<file path="src/rtl/seven_seg_scanner_if.sv">
// Display-side bundle for the 7-segment scanner: digit data and update strobe in,
// registered segment/anode drive and frame pulse out.
interface seven_seg_scanner_if;
  logic [15:0] value;
  logic [3:0]  blank;
  logic [3:0]  dash;
  logic [3:0]  dp;
  logic        update;
  logic [6:0]  seg;
  logic        dp_n;
  logic [3:0]  anode;
  logic        frame_done;

  modport master (
    output value, blank, dash, dp, update,
    input  seg, dp_n, anode, frame_done
  );

  modport slave (
    input  value, blank, dash, dp, update,
    output seg, dp_n, anode, frame_done
  );
endinterface

</file>
<file path="src/rtl/seven_seg_scanner.sv">
// Multiplexed 4-digit common-anode 7-segment driver with frame-synchronous
// double buffering and an anode dead-time at every digit change.
module seven_seg_scanner #(
  parameter int REFRESH_DIV  = 100000,
  parameter int BLANK_CYCLES = 2
) (
  input  logic clk,
  input  logic reset,
  seven_seg_scanner_if.slave bus
);

  localparam int CW = $clog2(REFRESH_DIV);
  localparam logic [CW-1:0] LAST_TICK = CW'(REFRESH_DIV - 1);
  localparam logic [CW-1:0] BLANK_END = CW'(BLANK_CYCLES);

  logic [CW-1:0] cnt_reg;
  logic [1:0]    idx_reg;

  logic [15:0] pend_value_reg, act_value_reg;
  logic [3:0]  pend_blank_reg, act_blank_reg;
  logic [3:0]  pend_dash_reg,  act_dash_reg;
  logic [3:0]  pend_dp_reg,    act_dp_reg;
  logic        pend_valid_reg;

  logic [6:0] seg_reg;
  logic       dp_n_reg;
  logic [3:0] anode_reg;
  logic       wrap_reg;
  logic       frame_done_reg;

  logic       slot_wrap;
  logic       boundary;
  logic [3:0] nib [4];
  logic [3:0] sel_nib;
  logic       sel_blank;
  logic       sel_dash;
  logic       sel_dp;
  logic [6:0] seg_next;
  logic       dp_n_next;
  logic [3:0] anode_next;

  function automatic logic [6:0] hex_seg(input logic [3:0] h);
    case (h)
      4'h0:    hex_seg = 7'b1000000;
      4'h1:    hex_seg = 7'b1111001;
      4'h2:    hex_seg = 7'b0100100;
      4'h3:    hex_seg = 7'b0110000;
      4'h4:    hex_seg = 7'b0011001;
      4'h5:    hex_seg = 7'b0010010;
      4'h6:    hex_seg = 7'b0000010;
      4'h7:    hex_seg = 7'b1111000;
      4'h8:    hex_seg = 7'b0000000;
      4'h9:    hex_seg = 7'b0011000;
      4'hA:    hex_seg = 7'b0001000;
      4'hB:    hex_seg = 7'b0000011;
      4'hC:    hex_seg = 7'b1000110;
      4'hD:    hex_seg = 7'b0100001;
      4'hE:    hex_seg = 7'b0000110;
      default: hex_seg = 7'b0001110;
    endcase
  endfunction

  genvar gi;
  generate
    for (gi = 0; gi < 4; gi++) begin : g_nib
      assign nib[gi] = act_value_reg[4*gi +: 4];
    end
  endgenerate

  always_comb begin
    slot_wrap = (cnt_reg == LAST_TICK);
    boundary  = slot_wrap && (idx_reg == 2'd3);
    sel_nib   = nib[idx_reg];
    sel_blank = act_blank_reg[idx_reg];
    sel_dash  = act_dash_reg[idx_reg];
    sel_dp    = act_dp_reg[idx_reg];
    if (sel_blank)
      seg_next = 7'b1111111;
    else if (sel_dash)
      seg_next = 7'b0111111;
    else
      seg_next = hex_seg(sel_nib);
    dp_n_next = ~(sel_dp & ~sel_blank);
    // seg/dp_n switch to the new digit while anodes are still dark
    if (cnt_reg < BLANK_END)
      anode_next = 4'b1111;
    else
      anode_next = ~(4'b0001 << idx_reg);
  end

  always_ff @(posedge clk or posedge reset) begin
    if (reset) begin
      cnt_reg        <= '0;
      idx_reg        <= 2'd0;
      pend_valid_reg <= 1'b0;
      pend_value_reg <= 16'h0000;
      pend_blank_reg <= 4'b1111;
      pend_dash_reg  <= 4'b0000;
      pend_dp_reg    <= 4'b0000;
      act_value_reg  <= 16'h0000;
      act_blank_reg  <= 4'b1111;
      act_dash_reg   <= 4'b0000;
      act_dp_reg     <= 4'b0000;
      seg_reg        <= 7'b1111111;
      dp_n_reg       <= 1'b1;
      anode_reg      <= 4'b1111;
      wrap_reg       <= 1'b0;
      frame_done_reg <= 1'b0;
    end else begin
      cnt_reg <= slot_wrap ? '0 : cnt_reg + 1'b1;
      if (slot_wrap)
        idx_reg <= idx_reg + 2'd1;

      // A strobe on the boundary itself bypasses (and discards) the pending copy
      if (boundary) begin
        if (bus.update) begin
          act_value_reg  <= bus.value;
          act_blank_reg  <= bus.blank;
          act_dash_reg   <= bus.dash;
          act_dp_reg     <= bus.dp;
          pend_valid_reg <= 1'b0;
        end else if (pend_valid_reg) begin
          act_value_reg  <= pend_value_reg;
          act_blank_reg  <= pend_blank_reg;
          act_dash_reg   <= pend_dash_reg;
          act_dp_reg     <= pend_dp_reg;
          pend_valid_reg <= 1'b0;
        end
      end else if (bus.update) begin
        pend_value_reg <= bus.value;
        pend_blank_reg <= bus.blank;
        pend_dash_reg  <= bus.dash;
        pend_dp_reg    <= bus.dp;
        pend_valid_reg <= 1'b1;
      end

      seg_reg        <= seg_next;
      dp_n_reg       <= dp_n_next;
      anode_reg      <= anode_next;
      // Delayed one extra cycle so the pulse lines up with digit 0 on the outputs
      wrap_reg       <= boundary;
      frame_done_reg <= wrap_reg;
    end
  end

  assign bus.seg        = seg_reg;
  assign bus.dp_n       = dp_n_reg;
  assign bus.anode      = anode_reg;
  assign bus.frame_done = frame_done_reg;

endmodule
</file>
<file path="src/flat_wrapper.sv">
// flat-port wrapper written by rule: the top's interface ports become plain ports
module seven_seg_scanner_flat 
#(
  parameter int REFRESH_DIV  = 100000,
  parameter int BLANK_CYCLES = 2
)
  (clk, reset, bus_value, bus_blank, bus_dash, bus_dp, bus_update, bus_seg, bus_dp_n, bus_anode, bus_frame_done);
  seven_seg_scanner_if bus_i ();
  input  logic clk;
  input  logic reset;
  input wire logic [$bits(bus_i.value)-1:0] bus_value;
  input wire logic [$bits(bus_i.blank)-1:0] bus_blank;
  input wire logic [$bits(bus_i.dash)-1:0] bus_dash;
  input wire logic [$bits(bus_i.dp)-1:0] bus_dp;
  input wire logic [$bits(bus_i.update)-1:0] bus_update;
  output wire logic [$bits(bus_i.seg)-1:0] bus_seg;
  output wire logic [$bits(bus_i.dp_n)-1:0] bus_dp_n;
  output wire logic [$bits(bus_i.anode)-1:0] bus_anode;
  output wire logic [$bits(bus_i.frame_done)-1:0] bus_frame_done;
  assign bus_i.value = bus_value;
  assign bus_i.blank = bus_blank;
  assign bus_i.dash = bus_dash;
  assign bus_i.dp = bus_dp;
  assign bus_i.update = bus_update;
  assign bus_seg = bus_i.seg;
  assign bus_dp_n = bus_i.dp_n;
  assign bus_anode = bus_i.anode;
  assign bus_frame_done = bus_i.frame_done;
  seven_seg_scanner #(.REFRESH_DIV(REFRESH_DIV), .BLANK_CYCLES(BLANK_CYCLES)) u_core (.clk(clk), .reset(reset), .bus(bus_i));
endmodule
</file>
<file path="config.mk">
export PLATFORM = sky130hd
export DESIGN_NAME = seven_seg_scanner_flat
export DESIGN_NICKNAME = d
export VERILOG_FILES = /design/src/rtl/seven_seg_scanner_if.sv /design/src/rtl/seven_seg_scanner.sv /design/src/flat_wrapper.sv
export SDC_FILE = /design/constraint.sdc
export NUM_CORES = 1
export LEC_CHECK = 0
export BUFFER_PORTS_ARGS = -buffer_cell sky130_fd_sc_hd__clkbuf_2
export CAP_MARGIN = 20
export CORE_MARGIN = 1.5
export CORE_UTILIZATION = 60
export DETAILED_ROUTE_END_ITERATION = 12
export PLACE_DENSITY = 0.88
export SYNTH_ARGS = -nofsm -noshare
export SYNTH_HDL_FRONTEND = slang
export SYNTH_SLANG_ARGS = --single-unit
</file>
<file path="constraint.sdc">
create_clock -name clk -period 6.95 [get_ports clk]
set_input_delay 1.0425 -clock clk [delete_from_list [all_inputs] [get_ports clk]]
set_output_delay 1.0425 -clock clk [all_outputs]
set_load 0.01 [all_outputs]
</file>
Word level (Yosys, flattened, before mapping)
Memory sizes are Yosys's and may differ from the RTL's.
Cells that the tools add are included.

word-level totals
  bits of input ports = 31
  memory bits (read-only) = 112
  bits in registers = 90
  memories kept = 1
  logic and storage cells = 59
  output and inout port bits = 13

cells by class
  mux-type cells = 23
  shift operators = 1
  add/sub/neg operators = 2
  order comparisons = 3
  reductions and logical operators = 5
  eq/ne operators = 2
  bitwise operators = 6

memory list
  memory           depth  width  read ports  clocked after Yosys merged registers in  wr ports  RTL line                 source
  (no name shown)  16     7      1           0                                        0         seven_seg_scanner.sv:43  case (h)

operators by type and width
  operator                                                               count
  4-bit two-way mux                                                      9
  16-bit two-way mux                                                     2
  17-bit by 1-bit adder with 17-bit output, second input constant        1
  17-bit == test, second input constant                                  1
  17-bit by 2-bit < comparator with 1-bit output, second input constant  1
  17-bit two-way mux                                                     1
  7-bit two-way mux                                                      2
  4-bit binary-select mux with 2-bit select                              1
  1-bit binary-select mux with 2-bit select                              3
  1-bit two-way mux                                                      5
  4-bit NOT                                                              1
  2-bit AND reduction                                                    2
  2-bit nonzero test                                                     2
  1-bit by 2-bit left shift with 4-bit output, first input constant      1
  3-bit >= comparator, second input constant                             1
  2-bit by 3-bit < comparator with 1-bit output, second input constant   1
  1-bit NOT                                                              3
  2-bit NOT with 3-bit output                                            1
  2-bit by 1-bit adder with 2-bit output, second input constant          1
  2-bit == test, second input constant                                   1
  1-bit AND                                                              1
  1-bit logical AND                                                      1

Depth between registers and ports, before layout
Gate-level depths: netlist of the first run.
An unclocked memory read counts as a cell.

  depth after elaboration = 7
  depth in mapped cells = 9
  mapped depth without buffers = 7

Worst setup path after synthesis of the first run
OpenSTA, ideal clock, no wires.

  path kind = flip-flop to flip-flop
  start = reg u_core.cnt_reg[0]
  end = reg u_core.pend_dash_reg[0]
  setup time = 125 ps
  period minus slack after synthesis = 2111 ps
  path buffers = 3
  data required time = 6825 ps
  setup slack = 4839 ps
  cell stages (with the launch flop) = 10
  arrival = 1986 ps
  path through = dfrtp_1 ha_1 and4_4 and4_1 buf_4 nand3_4 and2_4 buf_6 buf_6 mux2_4

between the ends
  word-level cells in the longest chain between the ends = 4

RTL lines
  element                               RTL line                  source
  from (decl)                           seven_seg_scanner.sv:16   logic [CW-1:0] cnt_reg;
  from (signal assigned)                seven_seg_scanner.sv:110  cnt_reg <= slot_wrap ? '0 : cnt_reg + 1'b1;
  17-bit == test                        seven_seg_scanner.sv:71   slot_wrap = (cnt_reg == LAST_TICK);
  1-bit logical AND                     seven_seg_scanner.sv:72   boundary = slot_wrap && (idx_reg == 2'd3);
  1-bit NOT (no source line)            n/a
  2-bit AND reduction (no source line)  n/a
  to (signal assigned)                  seven_seg_scanner.sv:132  pend_dash_reg <= bus.dash;
  to (decl)                             seven_seg_scanner.sv:21   logic [3:0] pend_dash_reg, act_dash_reg;

No other way between the ends.
A chain may end at the register's enable or synchronous reset.

Final worst setup path of the first run
  start = reg u_core.cnt_reg[0]
  end = reg u_core.act_value_reg[7]

between the ends
  word-level cells in the longest chain between the ends = 3

RTL lines
  element                               RTL line                  source
  17-bit == test                        seven_seg_scanner.sv:71
  1-bit logical AND                     seven_seg_scanner.sv:72
  net u_core.boundary                   seven_seg_scanner.sv:32   logic boundary;
  2-bit AND reduction (no source line)  n/a
  to (signal assigned)                  seven_seg_scanner.sv:117  act_value_reg <= bus.value;
  to (signal assigned)                  seven_seg_scanner.sv:123  act_value_reg <= pend_value_reg;
  to (decl)                             seven_seg_scanner.sv:19   logic [15:0] pend_value_reg, act_value_reg;

The timed path passes the listed nets, and every way through them passes these cells.

==> results of run 1 <==
where the power goes:
group	switching, mW	internal [mW]	total, mW
Sequential	0.0153	0.557	0.572
Clock	0.179	0.213	0.391
Combinational	0.0502	0.0548	0.105
layout make-up:
| type | instances | area share [%] |
|---|---|---|
| tap | 96 | 2.53 |
| clock inverter | 4 | 1.58 |
| clock buffer | 12 | 3.05 |
| timing repair buffer | 47 | 5.58 |
| inverter | 7 | 0.579 |
| sequential | 90 | 47.9 |
| multi-input combinational | 215 | 38.8 |
cell usage in the layout, fill, tap and decap left out, types with 10 or more instances in the layout:
| master | n |
|---|---|
| nor2_1 | 17 |
| ha_1 | 11 |
| xnor2_1 | 10 |
| a22oi_1 | 18 |
| dfstp_2 | 20 |
| o2bb2ai_1 | 24 |
| dfrtp_1 | 70 |
| mux2_4 | 20 |
| clkbuf_8 | 10 |
| nand2_1 | 13 |
| clkbuf_2 | 43 |
critical path, delay by kind of cell (launching register included):
family	cells	cell delay, ps
buffers and inverters	2	680
flip-flops	1	420
AND/OR/NAND/NOR	3	790
AO/OA/AOI/OAI	2	370
adder cells (fa/ha/maj)	1	250
final timing paths:
kind,start,to,slack (ps),cells after the start
hold / removal,u_core.wrap_reg$_DFF_PP0_,u_core.bus.frame_done$_DFF_PP0_,350,0
max in group asynchronous,reset,u_core.bus.anode[1]$_DFF_PP1_,5530,4
hold reg to reg,u_core.wrap_reg$_DFF_PP0_,u_core.bus.frame_done$_DFF_PP0_,350,0
setup reg to reg,u_core.cnt_reg[0]$_DFF_PP0_,u_core.act_value_reg[7]$_DFFE_PP0P_,4350,8
setup / recovery,u_core.cnt_reg[0]$_DFF_PP0_,u_core.act_value_reg[7]$_DFFE_PP0P_,4350,8
min in group asynchronous,reset,u_core.act_value_reg[4]$_DFFE_PP0P_,750,3
per-stage QoR:
step                utilization [%]  cells  hold WS [ps]  worst slack (ps)  instance area [um2]
global placement               65.8    453           341              3910                 4500
finish                         69.6    471           353              4350                 4750
detailed placement             66.0    454           346              4000                 4510
CTS                            69.2    470           351              4360                 4730
floorplan                         -    333           331              3610                 4260
global route                   69.6    471           355              4200                 4750
metal layers:
layer / vias up / GRT usage (%) / wire (um)
met2: 59 / 38.0 / 4120
met4: 0 / 7.50 / 139
li1: 1303 / - / -
met5: - / 0 / 0
met3: 15 / 6.64 / 314
met1: 1417 / 30.6 / 3590
logic make-up (layout without fill, tap and decap cells):
group	count (synthesis)	count (layout)	synth area share (%)
AOI/OAI and AO/OA	70	70	12.7
xor gates and xnor gates	16	16	3.29
adders and majority gates	11	11	3.23
buffers and inverters	28	70	3.32
DFF	90	90	53.4
muxes	38	38	13.6
and+or+nand+nor	80	80	10.4
==> out/metrics.yaml, run 1 <==
setup_path:
  critPathRequiredTime_ps: 7220
  arrival_ps: 2880
  max_stage_delay_ps: 420
  startpoint_type: "register"
  path_class: "register to register"
  end_kind: "register"
  path_max_fanout: 27
  path_cells: "ha_1, and4_4, and4_1, nand3_4, clkinv_1, o21ai_1, buf_4, o2bb2ai_1"
  slowest_stage: "dfrtp_1"
power_and_ir_drop:
  leakage_nw: 2.10
  powerDensity_mw_per_mm2: 225
  vdd_drop_max_v: 0.000147
  power.total_mw: 1.07
detailed_routing:
  firstDrtPassIters: 4
  routed_wl_mm: 8.16
  wire_per_inst_um: 17.3
  drc_errors: 0
  vias: 2794
  via_per_inst: 5.93
  drtAntennaViolNets: 0
  drtIter0Drc: 145
sta:
  fin_crit_ps: 2600
  fin_tns_setup_ps: 0
  setup_viol: 0
  finalHoldViolCount: 0
  max_clock_freq_ghz: 0.384
  relSlewSlack_pct: 45.9
  worst_pin_slew_ps: 810
  rsz0062_at_grt: "no"
  skew_ps: 3.47
  slew_violations: 0
  period_share_pct: 37.5
layout:
  seq_area_mm2: 0.00228
  fin_nets: 412
  fillers: 489
  antennaDiodeCount: 0
  syn2layout_area_growth_pct: 11.5
  largest_reg_flops: 17
  drive_gt1_share_pct: 33.3
  multi_input_area_mm2: 0.00184
yosys:
  synth_edf_count: 0
  yosys_most_used_dff: "dfrtp_1"
  synth_most_common_cell: "dfrtp_1"
  synth.net_count: 375
  ys_seq_elements: 90
  post_synth.cell_area_avg_um2: 12.8
  synth_seq_area_share_pct: 53.4
  yosys.cell_types.count: 45
  yosysTopAreaCellShare_pct: 41.1
  synth.top_cells.by_count: "70 x dfrtp_1, 24 x o2bb2ai_1, 20 x dfstp_2, 20 x mux2_4, 18 x a22oi_1"
  async_reset_ff_share_pct: 100
  netlist_area_mm2: 0.00426
  ys_warn_count: 0
  synth_area_leaders: "dfrtp_1 41%, dfstp_2 12%, mux2_4 7.0%"
  yosysTopAreaCell: "dfrtp_1"
  syn_inst: 333
floorplanning:
  fp-row-count: 30
  die_area_mm2: 0.00762
  initial_core_util_pct: 62.4
  die_width_um: 87.3
  die_h_um: 87.3
  io-pin-count: 44
  core_region_area_mm2: 0.00683
clock_network:
  clk_latency_ps: 360
  cts_buffers: 9
  clk_pin_slew_ps: 80
  ctsResizeCount: 0
  htreeDepth: 3
  postCtsHoldBufs: 0
  cts_sinks: 90
  cts_tree: "yes"
  cts_max_path_buffers: 2
  root_buffer: "clkbuf_8"
  post-cts-setup-buffers: 0
hold_path:
  min_path_type: "register to register"
global_routing:
  antenna_found_initial: 0
  gr-usage-all-layers_pct: 23.4
  grt_pass1_wl_mm: 13.5
  grt_pass1_vias: 2775
  overflow: 0
  grt_max_degree: 91
placed_design:
  place.gp.congestion: 0.793
  io_buffers: 43
  hpwl_mm: 5.27
status:
  status: "completed"
job:
  drv_cap: 0
Power figures use the tool's default switching activity.
==> run 2, diff against run 1 <==
--- a/config.mk
+++ b/config.mk
@@ -8,9 +8,9 @@
 export BUFFER_PORTS_ARGS = -buffer_cell sky130_fd_sc_hd__clkbuf_2
 export CAP_MARGIN = 20
 export CORE_MARGIN = 1.5
-export CORE_UTILIZATION = 60
+export CORE_UTILIZATION = 59
 export DETAILED_ROUTE_END_ITERATION = 12
-export PLACE_DENSITY = 0.88
+export PLACE_DENSITY = 0.87
 export SYNTH_ARGS = -nofsm -noshare
 export SYNTH_HDL_FRONTEND = slang
 export SYNTH_SLANG_ARGS = --single-unit
==> constraint.sdc (replaced) <==
create_clock -name clk -period 2.65 [get_ports clk]
set_input_delay 0.3975 -clock clk [delete_from_list [all_inputs] [get_ports clk]]
set_output_delay 0.3975 -clock clk [all_outputs]
set_load 0.01 [all_outputs]
==> out/metrics.yaml, run 2 (synthesized netlist as in run 1, its figures left out) <==
setup_path:
  reg2reg_to: "u_core.act_blank_reg[0]$_DFFE_PP1P_"
  max_stage_delay_ps: 420  # about the same
  r2r_cells: 8  # unchanged
  end_kind: "register"
  reg2reg_from: "u_core.cnt_reg[0]$_DFF_PP0_"
  slowest_stage: "dfrtp_1"
  path_max_fanout: 24  # -11%
  arrival_ps: 2700  # -180 ps
  critPathRequiredTime_ps: 2910  # -4310 ps
  path_delay_family: "simple AND/OR/NAND/NOR gates"
  startpoint: "u_core.cnt_reg[0]$_DFF_PP0_"
  path_buf_inv: 2  # unchanged
  path_class: "register to register"
  ff2ff_setup_slack_ps: 210  # -4140 ps
  path_cells: "ha_1, and4_4, and4_1, nand3_4, clkinv_1, o21ai_1, buf_4, o2bb2ai_1"
  startpoint_type: "register"
sta:
  setup_viol: 0  # unchanged
  worst_pin_slew_ps: 757  # -53.6 ps
  relSlewSlack_pct: 49.1  # +3.2 points
  skew_ps: 11.2  # +7.76 ps
  fin_crit_ps: 2440  # -162 ps
  max_clock_freq_ghz: 0.409  # +6.6%
  rsz0062_at_grt: "no"
  finalHoldViolCount: 0  # unchanged
  period_share_pct: 92.2  # +55 points
  fin_tns_setup_ps: 0  # unchanged
  slew_violations: 0  # unchanged
floorplanning:
  die_width_um: 88.0  # +0.82%
  die_area_mm2: 0.00774  # +1.6%
  core_region_area_mm2: 0.00691  # +1.1%
  fp-row-count: 30  # unchanged
  die_h_um: 88.0  # +0.82%
  io-pin-count: 44  # unchanged
  initial_core_util_pct: 61.7  # -0.68 points
layout:
  antennaDiodeCount: 0  # unchanged
  largest_reg_flops: 17  # unchanged
  final_common_cell: "dfrtp_1"
  syn2layout_area_growth_pct: 12.7
  final_cell_area_mm2: 0.00480  # +1.1%
  fin_nets: 415  # +0.73%
  drive_gt1_share_pct: 34.1  # +0.79 points
  layout_common_cells: "70 x dfrtp_1, 43 x clkbuf_2, 24 x o2bb2ai_1"
hold_path:
  min_path_type: "primary input to asynchronous set/reset pin"
clock_network:
  cts_sinks: 90  # unchanged
  post-cts-setup-buffers: 0  # unchanged
  postCtsHoldBufs: 0  # unchanged
  root_buffer: "clkbuf_8"
  cts_buffers: 9  # unchanged
  clk_latency_ps: 360  # about the same
  clk_pin_slew_ps: 90  # about the same
  ctsResizeCount: 0  # unchanged
  htreeDepth: 3  # unchanged
  cts_tree: "yes"
  cts_max_path_buffers: 2  # unchanged
power_and_ir_drop:
  leakage_nw: 2.13  # +1.3%
  powerDensity_mw_per_mm2: 608  # +170%
  vdd_drop_max_v: 0.000458  # +210%
detailed_routing:
  vias: 2864  # +2.5%
  drtIter0Drc: 170  # +17%
  firstDrtPassIters: 4  # unchanged
  drc_errors: 0  # unchanged
  via_per_inst: 6.04  # +1.9%
  routed_wl_mm: 8.44  # +3.4%
  wire_per_inst_um: 17.8  # +2.7%
  drtAntennaViolNets: 0  # unchanged
status:
  status: "completed"
global_routing:
  grt_pass1_vias: 2898  # +4.4%
  grt_max_degree: 91  # unchanged
  overflow: 0  # unchanged
  grt_pass1_wl_mm: 14.3  # +5.6%
  gr-usage-all-layers_pct: 24.6  # +1.2 points
  antenna_found_initial: 0  # unchanged
job:
  drv_cap: 0  # unchanged
placed_design:
  dpl_cell_area_mm2: 0.00455  # +1.0%
  io_buffers: 43  # unchanged
  hpwl_mm: 5.52  # +4.7%
  place.gp.congestion: 0.832  # +5.0%
==> run 2: changes by cell type in the layout (fill, tap and decap cells not counted) <==
cell,change
buf_12,+1
clkbuf_1,-1
clkbuf_8,+1
buf_16,-1
buf_4,+3
bufinv_16,+1
clkinv_2,-1
==> run 2: per-stage QoR <==
stage | utilization [%] | worst slack [ps] | hold slack [ps] | instances | power (mW)
floorplan | - | 539 | 331 | 333 | 1.72
global placement | 65.9 | 379 | 339 | 458 | 1.79
detailed placement | 65.9 | 318 | 345 | 458 | 1.80
CTS | 69.5 | 227 | 163 | 474 | 2.95
global route | 69.5 | 92.9 | 146 | 474 | 3.03
finish | 69.5 | 208 | 123 | 474 | 2.92
==> run 2: how the worst max path moves through the flow <==
stage	end	cells after the start	slack [ps]
3_3_place_gp	u_core.pend_dash_reg[2]$_DFFE_PP0P_	6	380
6_report	u_core.act_blank_reg[0]$_DFFE_PP1P_	8	210
5_1_grt	u_core.act_blank_reg[0]$_DFFE_PP1P_	8	90
2_1_floorplan	u_core.pend_dash_reg[0]$_DFFE_PP0P_	9	540
3_5_place_dp	u_core.pend_dp_reg[0]$_DFFE_PP0P_	6	320
4_1_cts	u_core.act_blank_reg[0]$_DFFE_PP1P_	8	230
==> run 2: report_power, final <==
part | internal [mW] | switching (mW) | total (mW)
Sequential | 1.46 | 0.0390 | 1.50
Combinational | 0.143 | 0.138 | 0.280
Clock | 0.678 | 0.461 | 1.14
Total | 2.28 | 0.638 | 2.92
==> run 2: metal layers <==
| metal | up-vias | part of all wire (%) | track usage (%) | wire length (um) |
|---|---|---|---|---|
| met5 | - | 0 | 0 | 0 |
| met4 | 0 | 1.8 | 8.23 | 149 |
| met3 | 16 | 3.8 | 6.50 | 323 |
| met2 | 74 | 50 | 40.5 | 4240 |
| met1 | 1460 | 44 | 31.8 | 3720 |
| li1 | 1314 | - | - | - |
==> run 2: layout make-up <==
type | instances | area (um2)
well taps | 96 | 120
fillers | 519 | 2100
inverters | 7 | 30.0
multi-input cells | 215 | 1840
clock inverters | 4 | 97.6
clock buffers | 12 | 155
flip-flops and latches | 90 | 2280
repair buffers | 50 | 280
==> run 2: tightest hold or removal path, stage by stage <==
cell	delay [ps]
clkbuf_2	100
clkinvlp_4	70
buf_12	340
